`src/rtl/tone_sequencer.sv`:
```
// -----------------------------------------------------------------------------
// tone_sequencer
//
// Plays three fixed tones on a start pulse, each followed by a silent gap, by
// driving the 8-bit address of the sine-table ROM that feeds the audio DAC.
// Each tone comes from a 16-bit phase accumulator stepped once per sample tick;
// the ROM address is the top byte of the phase. ROM entry 0 is midscale, so
// rom_addr = 0 is silence.
//
// Optional feature macro: TONE_SEQ_LOOP_EN
//   defined   : after the last gap the sequence restarts at tone 0, done pulses
//               on every wrap, and busy stays high until stop or reset.
//   undefined : one-shot; returns to idle after the last gap.
//
// Ports:
//   CLOCK_50      in   1  system clock, 50 MHz
//   reset         in   1  synchronous, active-high
//   start         in   1  one-cycle request to begin the sequence (ignored when busy)
//   stop          in   1  synchronous abort, has priority over start
//   rom_addr      out  8  sine ROM address, registered
//   sample_strobe out  1  one-cycle pulse when rom_addr updates
//   tone_idx      out  2  current tone, 0..2
//   busy          out  1  high while the sequence is running
//   done          out  1  one-cycle pulse at sequence end
// -----------------------------------------------------------------------------
module tone_sequencer #(
    parameter int          SAMPLE_DIV = 500,
    parameter logic [15:0] TONE0_INC  = 16'd288,
    parameter logic [15:0] TONE1_INC  = 16'd343,
    parameter logic [15:0] TONE2_INC  = 16'd432,
    parameter int          TONE_TICKS = 50000,
    parameter int          GAP_TICKS  = 10000
) (
    input  logic       CLOCK_50,
    input  logic       reset,
    input  logic       start,
    input  logic       stop,
    output logic [7:0] rom_addr,
    output logic       sample_strobe,
    output logic [1:0] tone_idx,
    output logic       busy,
    output logic       done
);

    localparam int                DIV_W     = $clog2(SAMPLE_DIV);
    localparam logic [DIV_W-1:0]  DIV_LOAD  = DIV_W'(SAMPLE_DIV - 1);
    localparam logic [15:0]       TONE_LAST = 16'(TONE_TICKS - 1);
    localparam logic [15:0]       GAP_LAST  = 16'(GAP_TICKS - 1);

    typedef enum logic [1:0] {
        S_IDLE = 2'd0,
        S_TONE = 2'd1,
        S_GAP  = 2'd2
    } state_t;

    state_t           r_state,    w_state_nxt;
    logic [DIV_W-1:0] r_div,      w_div_nxt;
    logic [15:0]      r_phase,    w_phase_nxt;
    logic [15:0]      r_tick_cnt, w_tick_cnt_nxt;
    logic [1:0]       r_tone_idx, w_tone_idx_nxt;
    logic [7:0]       r_rom_addr, w_rom_addr_nxt;
    logic             r_strobe,   w_strobe_nxt;
    logic             r_done,     w_done_nxt;

    logic             w_tick;
    logic [15:0]      w_inc;
    logic [15:0]      w_phase_sum;

    always_comb begin
        case (r_tone_idx)
            2'd0:    w_inc = TONE0_INC;
            2'd1:    w_inc = TONE1_INC;
            default: w_inc = TONE2_INC;
        endcase
    end

    assign w_phase_sum = r_phase + w_inc;          // wraps mod 2^16
    assign w_tick      = (r_state != S_IDLE) && (r_div == '0);

    always_ff @(posedge CLOCK_50) begin
        if (reset) begin
            r_state    <= S_IDLE;
            r_div      <= DIV_LOAD;
            r_phase    <= '0;
            r_tick_cnt <= '0;
            r_tone_idx <= '0;
            r_rom_addr <= '0;
            r_strobe   <= 1'b0;
            r_done     <= 1'b0;
        end else begin
            r_state    <= w_state_nxt;
            r_div      <= w_div_nxt;
            r_phase    <= w_phase_nxt;
            r_tick_cnt <= w_tick_cnt_nxt;
            r_tone_idx <= w_tone_idx_nxt;
            r_rom_addr <= w_rom_addr_nxt;
            r_strobe   <= w_strobe_nxt;
            r_done     <= w_done_nxt;
        end
    end

    always_comb begin
        w_state_nxt    = r_state;
        w_div_nxt      = r_div;
        w_phase_nxt    = r_phase;
        w_tick_cnt_nxt = r_tick_cnt;
        w_tone_idx_nxt = r_tone_idx;
        w_rom_addr_nxt = r_rom_addr;
        w_strobe_nxt   = 1'b0;
        w_done_nxt     = 1'b0;

        // Divider free-runs across TONE/GAP boundaries so strobe spacing
        // stays exactly SAMPLE_DIV cycles for the whole sequence.
        if (r_state != S_IDLE)
            w_div_nxt = w_tick ? DIV_LOAD : (r_div - DIV_W'(1));

        case (r_state)
            S_IDLE: begin
                w_div_nxt = DIV_LOAD;
                if (start) begin
                    w_state_nxt    = S_TONE;
                    w_phase_nxt    = '0;
                    w_tick_cnt_nxt = '0;
                    w_tone_idx_nxt = '0;
                    w_rom_addr_nxt = '0;
                end
            end
            S_TONE: begin
                if (w_tick) begin
                    w_strobe_nxt = 1'b1;
                    if (r_tick_cnt == TONE_LAST) begin
                        w_state_nxt    = S_GAP;
                        w_phase_nxt    = '0;
                        w_rom_addr_nxt = '0;
                        w_tick_cnt_nxt = '0;
                    end else begin
                        w_phase_nxt    = w_phase_sum;
                        w_rom_addr_nxt = w_phase_sum[15:8];
                        w_tick_cnt_nxt = r_tick_cnt + 16'd1;
                    end
                end
            end
            S_GAP: begin
                if (w_tick) begin
                    w_strobe_nxt   = 1'b1;
                    w_rom_addr_nxt = '0;
                    if (r_tick_cnt == GAP_LAST) begin
                        w_tick_cnt_nxt = '0;
                        if (r_tone_idx < 2'd2) begin
                            w_tone_idx_nxt = r_tone_idx + 2'd1;
                            w_state_nxt    = S_TONE;
                        end else begin
                            w_tone_idx_nxt = '0;
                            w_done_nxt     = 1'b1;
`ifdef TONE_SEQ_LOOP_EN
                            w_state_nxt    = S_TONE;
`else
                            w_state_nxt    = S_IDLE;
`endif
                        end
                    end else begin
                        w_tick_cnt_nxt = r_tick_cnt + 16'd1;
                    end
                end
            end
            default: begin
                w_state_nxt = S_IDLE;
            end
        endcase

        if (stop) begin
            w_state_nxt    = S_IDLE;
            w_div_nxt      = DIV_LOAD;
            w_phase_nxt    = '0;
            w_tick_cnt_nxt = '0;
            w_tone_idx_nxt = '0;
            w_rom_addr_nxt = '0;
            w_strobe_nxt   = 1'b0;
            w_done_nxt     = 1'b0;
        end
    end

    assign rom_addr      = r_rom_addr;
    assign sample_strobe = r_strobe;
    assign tone_idx      = r_tone_idx;
    assign busy          = (r_state != S_IDLE);
    assign done          = r_done;

endmodule
```
`config.mk`:
```
export PLATFORM = sky130hd
export DESIGN_NAME = tone_sequencer
export DESIGN_NICKNAME = d
export VERILOG_FILES = /design/src/rtl/tone_sequencer.sv
export SDC_FILE = /design/constraint.sdc
export NUM_CORES = 1
export LEC_CHECK = 0
export BUFFER_PORTS_ARGS = -buffer_cell sky130_fd_sc_hd__buf_2
export CAP_MARGIN = 5
export CORE_ASPECT_RATIO = 1.4
export CORE_MARGIN = 3
export CORE_UTILIZATION = 40
export CTS_CLUSTER_DIAMETER = 120
export DETAILED_ROUTE_END_ITERATION = 16
export GPL_TIMING_DRIVEN = 0
export PLACE_DENSITY = 0.62
export SETUP_SLACK_MARGIN = 0.05
export SLEW_MARGIN = 15
export SYNTH_ARGS = -nofsm -noshare
export SYNTH_HDL_FRONTEND = slang
export SYNTH_SLANG_ARGS = --single-unit
export TNS_END_PERCENT = 50
```
`constraint.sdc`:
```
create_clock -name CLOCK_50 -period 2.4 [get_ports CLOCK_50]
set_input_delay 0.36 -clock CLOCK_50 [delete_from_list [all_inputs] [get_ports CLOCK_50]]
set_output_delay 0.36 -clock CLOCK_50 [all_outputs]
set_load 0.005 [all_outputs]
```
# Yosys cells after proc, flatten, opt, wreduce, memory -nomap -nowiden
# Index checks and enable logic that the tools add are counted.
dict set report classes {
  reduce_logical 17
  n_addsub 4
  bitwise 4
  mux 30
  n_lt_le_gt_ge 1
  eq_ne 10
}
# cell count
set op_table {}
lappend op_table {{2-to-1 mux 16 bit} 7}
lappend op_table {{one-hot mux 16 bit (3 select lines)} 1}
lappend op_table {{2-to-1 mux 8 bit} 4}
lappend op_table {{one-hot mux 16 bit (2 select lines)} 1}
lappend op_table {{one-hot mux 8 bit (3 select lines)} 1}
lappend op_table {{2-to-1 mux 2 bit} 9}
lappend op_table {{adder 16 x 1 -> 16 bit (second input constant)} 1}
lappend op_table {{adder 16 bit} 1}
lappend op_table {{equality test 16 x 14 -> 1 bit (second input constant)} 1}
lappend op_table {{equality test 16 bit (second input constant)} 1}
lappend op_table {{one-hot mux 8 bit (2 select lines)} 1}
lappend op_table {{inequality test 2 bit (second input constant)} 5}
lappend op_table {{logical NOT 9 bit} 1}
lappend op_table {{2-to-1 mux 9 bit} 1}
lappend op_table {{subtractor 9 x 1 -> 9 bit (second input constant)} 1}
lappend op_table {{AND reduction 4 bit} 2}
lappend op_table {{one-hot mux 2 bit (3 select lines)} 1}
lappend op_table {{nonzero test 2 bit} 3}
lappend op_table {{OR reduction 3 bit} 2}
lappend op_table {{AND reduction 5 bit} 1}
lappend op_table {{OR reduction 5 bit} 1}
lappend op_table {{equality test 2 x 1 -> 1 bit (second input constant)} 2}
lappend op_table {{logical NOT 2 bit} 2}
lappend op_table {{inverter 1 bit} 4}
lappend op_table {{other kinds (9)} 12}
dict set report totals {
  out_inout_bits 13
  register_bits 55
}

# Depth between registers and ports, before layout
dict set report logic_depth {
  word_depth 6
  depth_mapped 12
  mapped_depth_nobuf 10
}

# Least setup slack after synthesis
# OpenSTA, ideal clock, no wires.
dict set report synth_timing {
  path_kind {register to register}
  from {register r_tone_idx[1] (netlist: tone_idx[1])}
  to {register r_phase[8]}
  setup_time_ns 0.071
  required_ns 2.329
  setup_slack_ns -0.046
  path_stages_with_launch 13
  path_buffers 2
  arrival_ns 2.375
  period_less_slack_ns 2.446
  cell_sequence {dfxtp_1 nand2b_1 buf_4 inv_1 buf_2 ha_1 ha_1 inv_1 o311ai_0 nand3_1 o21ai_0 o21bai_1 a21oi_1}
}
dict set report synth_between {
  elab_chain_len 6
  elab_cells_between_ends 7
  classes_between {add/sub (1); eq/ne (1); mux (4); reduce/logical (1)}
}
# item line
set synth_rtl {}
lappend synth_rtl {{start: declaration} 60} ;# logic [1:0] r_tone_idx, w_tone_idx_nxt;
lappend synth_rtl {{start signal: assignment} 95} ;# r_tone_idx <= w_tone_idx_nxt;
lappend synth_rtl {{equality test 2 x 1 -> 1 bit / logical NOT 2 bit (equally long branches)} 70} ;# case (r_tone_idx)
lappend synth_rtl {{one-hot mux 8 bit (2 select lines) *} 70}
lappend synth_rtl {{adder 16 bit *} 77} ;# assign w_phase_sum = r_phase + w_inc;
lappend synth_rtl {{2-to-1 mux 16 bit *} 131} ;# if (r_tick_cnt == TONE_LAST) begin
lappend synth_rtl {{2-to-1 mux 16 bit *} 129} ;# if (w_tick) begin
lappend synth_rtl {{one-hot mux 16 bit (2 select lines) *} 117} ;# case (r_state)
lappend synth_rtl {{end signal: assignment} 93} ;# r_phase <= w_phase_nxt;
lappend synth_rtl {{end: declaration} 58} ;# logic [15:0] r_phase, w_phase_nxt;
# Every way passes the cells marked *; elsewhere a longest branch is shown, timed or not. The select of a mux whose other input is x is not followed.
# A chain may end at the register's enable or synchronous reset.

# Final worst setup path
dict set report layout_timing {
  from {register r_tick_cnt[0]}
  to {register r_state[0]}
}
dict set report layout_between {
  elab_chain_len 3
  elab_cells_between_ends 5
  classes_between {eq/ne (4); reduce/logical (1)}
}
# item line
set layout_rtl {}
lappend layout_rtl {{start: declaration} 59} ;# logic [15:0] r_tick_cnt, w_tick_cnt_nxt;
lappend layout_rtl {{start signal: assignment} 94} ;# r_tick_cnt <= w_tick_cnt_nxt;
lappend layout_rtl {{equality test 16 x 14 -> 1 bit / equality test 16 bit (equally long branches)} {147, 131}}
lappend layout_rtl {{inequality test 2 bit (no source line)} -}
lappend layout_rtl {{AND reduction 5 bit (no source line) *} -}
lappend layout_rtl {{end signal: assignment} 91} ;# r_state <= w_state_nxt;
lappend layout_rtl {{end: declaration} 56} ;# state_t r_state, w_state_nxt;
# Every way passes the cells marked *; elsewhere a longest branch is shown, timed or not.

==> reports/results.ini <==
[status]
status=finished, final reports clean

[cells_and_area]
ff_latch_area_mm2=0.001115
layout-drive-gt1-share_pct=21.29
utilization_pct=48.80
area_delta_synth_final_pct=18.26
finalNonFillerCells=501
n_fill_cell=769
n_antenna_cell=0
nNetsFinal=420
fin_area_mm2=0.003615
multi_input_area_mm2=0.001986

[route]
dr.first_iter.drc_count=118
wire_per_inst_um=13.91
route.detailed.drc=0
dr.max_layer_used=met4
via_per_inst=5.383
routed_wl_um=6970
wl_met2_um=3846
drt-pass1-iter-count=4
antenna_left=0
wl_met1_um=2860
wl_met3_um=162
via_count=2697

[critical_path]
r2r-end=r_state[0]
crit_arrival_ps=2520
path_max_fanout=5
crit_chain=ha_2 -> buf_6 -> nor4b_4 -> nand3_2 -> or3_4 -> a211o_1 -> or3_4 -> a21oi_2
worst_r2r_path_depth=8
worstSetupPathType=reg2reg
startpoint_type=register
slowest_delay_ps=410
worstPathRequired_ps=2660
r2r_start=r_tick_cnt[0]
worst_setup_path_end_kind=register
worst_path_max_delay_cell=or3_4
crit_top_cell=or3_4
r2r_setup_slack_ps=140

[placed_design]
dp_hpwl_um=5149
place_congestion=0.8666
dp_slack_ps=-441.7
dp.cells=483
port-buffer-count=16
place_area_mm2=0.003258

[power]
seq_power_share_pct=56.5
intPower_mw=1.188
p_comb_share_pct=9.7
irDropWorstVdd_mv=0.2725
power_switching_mw=0.4367
p_sw_share_pct=26.87
leakage_nw=1.288
power.density_mw_per_mm2=449.6
clock_power_share_pct=33.8
power_mw=1.625

[logic_synthesis]
synth-seq-cells=55
synth_cell_types=58
synth_flop_cell=dfxtp_1
synth_cells=370
asyncSetResetFlopFracSynth_pct=0
ys_warn_count=0
synth_edf_count=0
synth_fp_nets=387
synth.avg_cell_area_um2=8.261
syn-cell-area_mm2=0.003057
yosysSeqAreaShare_pct=36.02

[sta]
setup_viol=0
fin_hold_ws_ps=384.5
maxSlewHeadroom_pct=59.84
worstMarginPinSlew_ps=600.2
hold_violations=0
timing.final.crit_share_pct=94.27
fin_skew_ps=18.38
fin_crit_ps=2262
grt_setup_unrepaired=yes
tns_ps=0
clock.fmax_mhz=442.0
setup_slack_ps=137.5
drv_slew=0

[grt]
grt_pass1_wl_um=11420
grt_max_degree=20
track_usage_pct=16.21
grt_pass1_vias=2526
antenna_found_initial=0
grt_overflow_total=0

[clock_network]
root_buffer=clkbuf_8
clock_path_buffers=2
cts_tree=yes
cts_buffers=5
cts.htree.levels=2
cts.reportedPaths.clkPinSlew_ps=120
insertion_delay_ps=310
cts.sinks=55
hold_buffers=0

[floorplan]
die_area_mm2=0.008741
initial_utilization_pct=41.27
row_count=37
io_pins=17
die_w_um=79.88
fp.coreArea_mm2=0.007407
die_y_um=109.4

[min_path]
hold_start=reset
hold_path_depth=3
hp-class=in2reg
hold_path_end=r_phase[2]

[run]
max_cap_viol_count=0

## worst max path at each step
| stage | from | end | cells after the start |
|---|---|---|---|
| final | r_tick_cnt[0] | r_state[0] | 8 |
| after global routing | tone_idx[1] | rom_addr[4] | 12 |
| after CTS | r_div[0] | r_state[0] | 8 |
| after detailed placement | tone_idx[1] | r_phase[14] | 12 |
| after global placement | tone_idx[1] | r_phase[10] | 12 |
| after floorplan | tone_idx[1] | r_phase[10] | 12 |
## power groups by stage
stage          sequential, mW  clock, mW  combinational (mW)
6_report                0.919      0.549               0.157
5_1_grt                 0.920      0.601               0.173
4_1_cts                 0.920      0.580               0.147
3_5_place_dp            0.942          0               0.139
3_3_place_gp            0.942          0               0.138
2_1_floorplan           0.941          0               0.101
## Yosys cell counts (7+ instances only)
cell,count,area [um^2]
nor3_1,9,45.04
dfxtp_1,55,1101
a21oi_1,16,80.08
nand3_1,18,90.09
nand2_1,53,198.9
and3_1,7,43.79
xnor2_1,13,113.9
inv_1,10,37.54
ha_1,13,162.7
o21ai_0,16,80.08
nand4_1,8,50.05
clkbuf_1,9,33.78
xor2_1,17,148.9
nor2_1,40,150.1
## routing by layer
layer  vias to the layer above  track usage [%]
met1                      1283            17.46
met5                         -                0
met4                         0            5.556
met2                        32            31.40
li1                       1373                -
met3                         9            2.541
## worst max-delay path, delay by kind of cell (launching register included)
family | cells | cell delay (ps)
flops | 1 | 380
fa+ha+maj | 1 | 170
simple gates | 4 | 1120
compound gates | 2 | 440
buf+inv | 1 | 100
## flip-flops by register name, indices dropped and copies added (netlist names)
register       flops
sample_strobe      1
r_phase           16
rom_addr           8
r_div              9
tone_idx           2
r_tick_cnt        16
done               1
r_state            2
## layout make-up
class / count / share of cell area (%)
Multi-Input combinational cell: 289 / 54.93
Sequential cell: 55 / 30.84
Timing Repair Buffer: 27 / 4.500
Tap cell: 97 / 3.358
Buffer: 15 / 2.665
Clock buffer: 5 / 1.904
Inverter: 10 / 1.038
Clock inverter: 3 / 0.7615
## what timing repair did
action                                  CTS  global route
endpoints found under the setup margin   40            34
gates resized for setup                  28            20
pin swaps                                 1            10
setup buffers                             1            10
cloned                                    0             0
## cell usage in the layout (no fill, tap or decap), types with 4 or more instances in the layout
cell type,count
nand3b_1,6
o21ai_0,12
a21oi_2,4
clkbuf_1,8
inv_1,8
buf_2,17
buf_4,13
nand3_2,4
a22oi_1,4
clkbuf_8,5
ha_1,9
nor2_1,40
nand2b_1,4
xnor2_1,13
a31oi_1,6
nand2_1,52
nor3_1,7
xor2_1,17
a21oi_1,13
nand3_1,14
nand4_1,8
a21o_1,4
dfxtp_1,50
and3_1,7
a311oi_1,5
## cells by family after synthesis
family	synth area share, %
AOI/OAI and AO/OA	16.70
xor gates and xnor gates	8.596
adders and majority gates	5.321
buffers and inverters	4.012
DFF	36.02
muxes	1.351
and+or+nand+nor	28.00
Power figures use the tool's default switching activity.
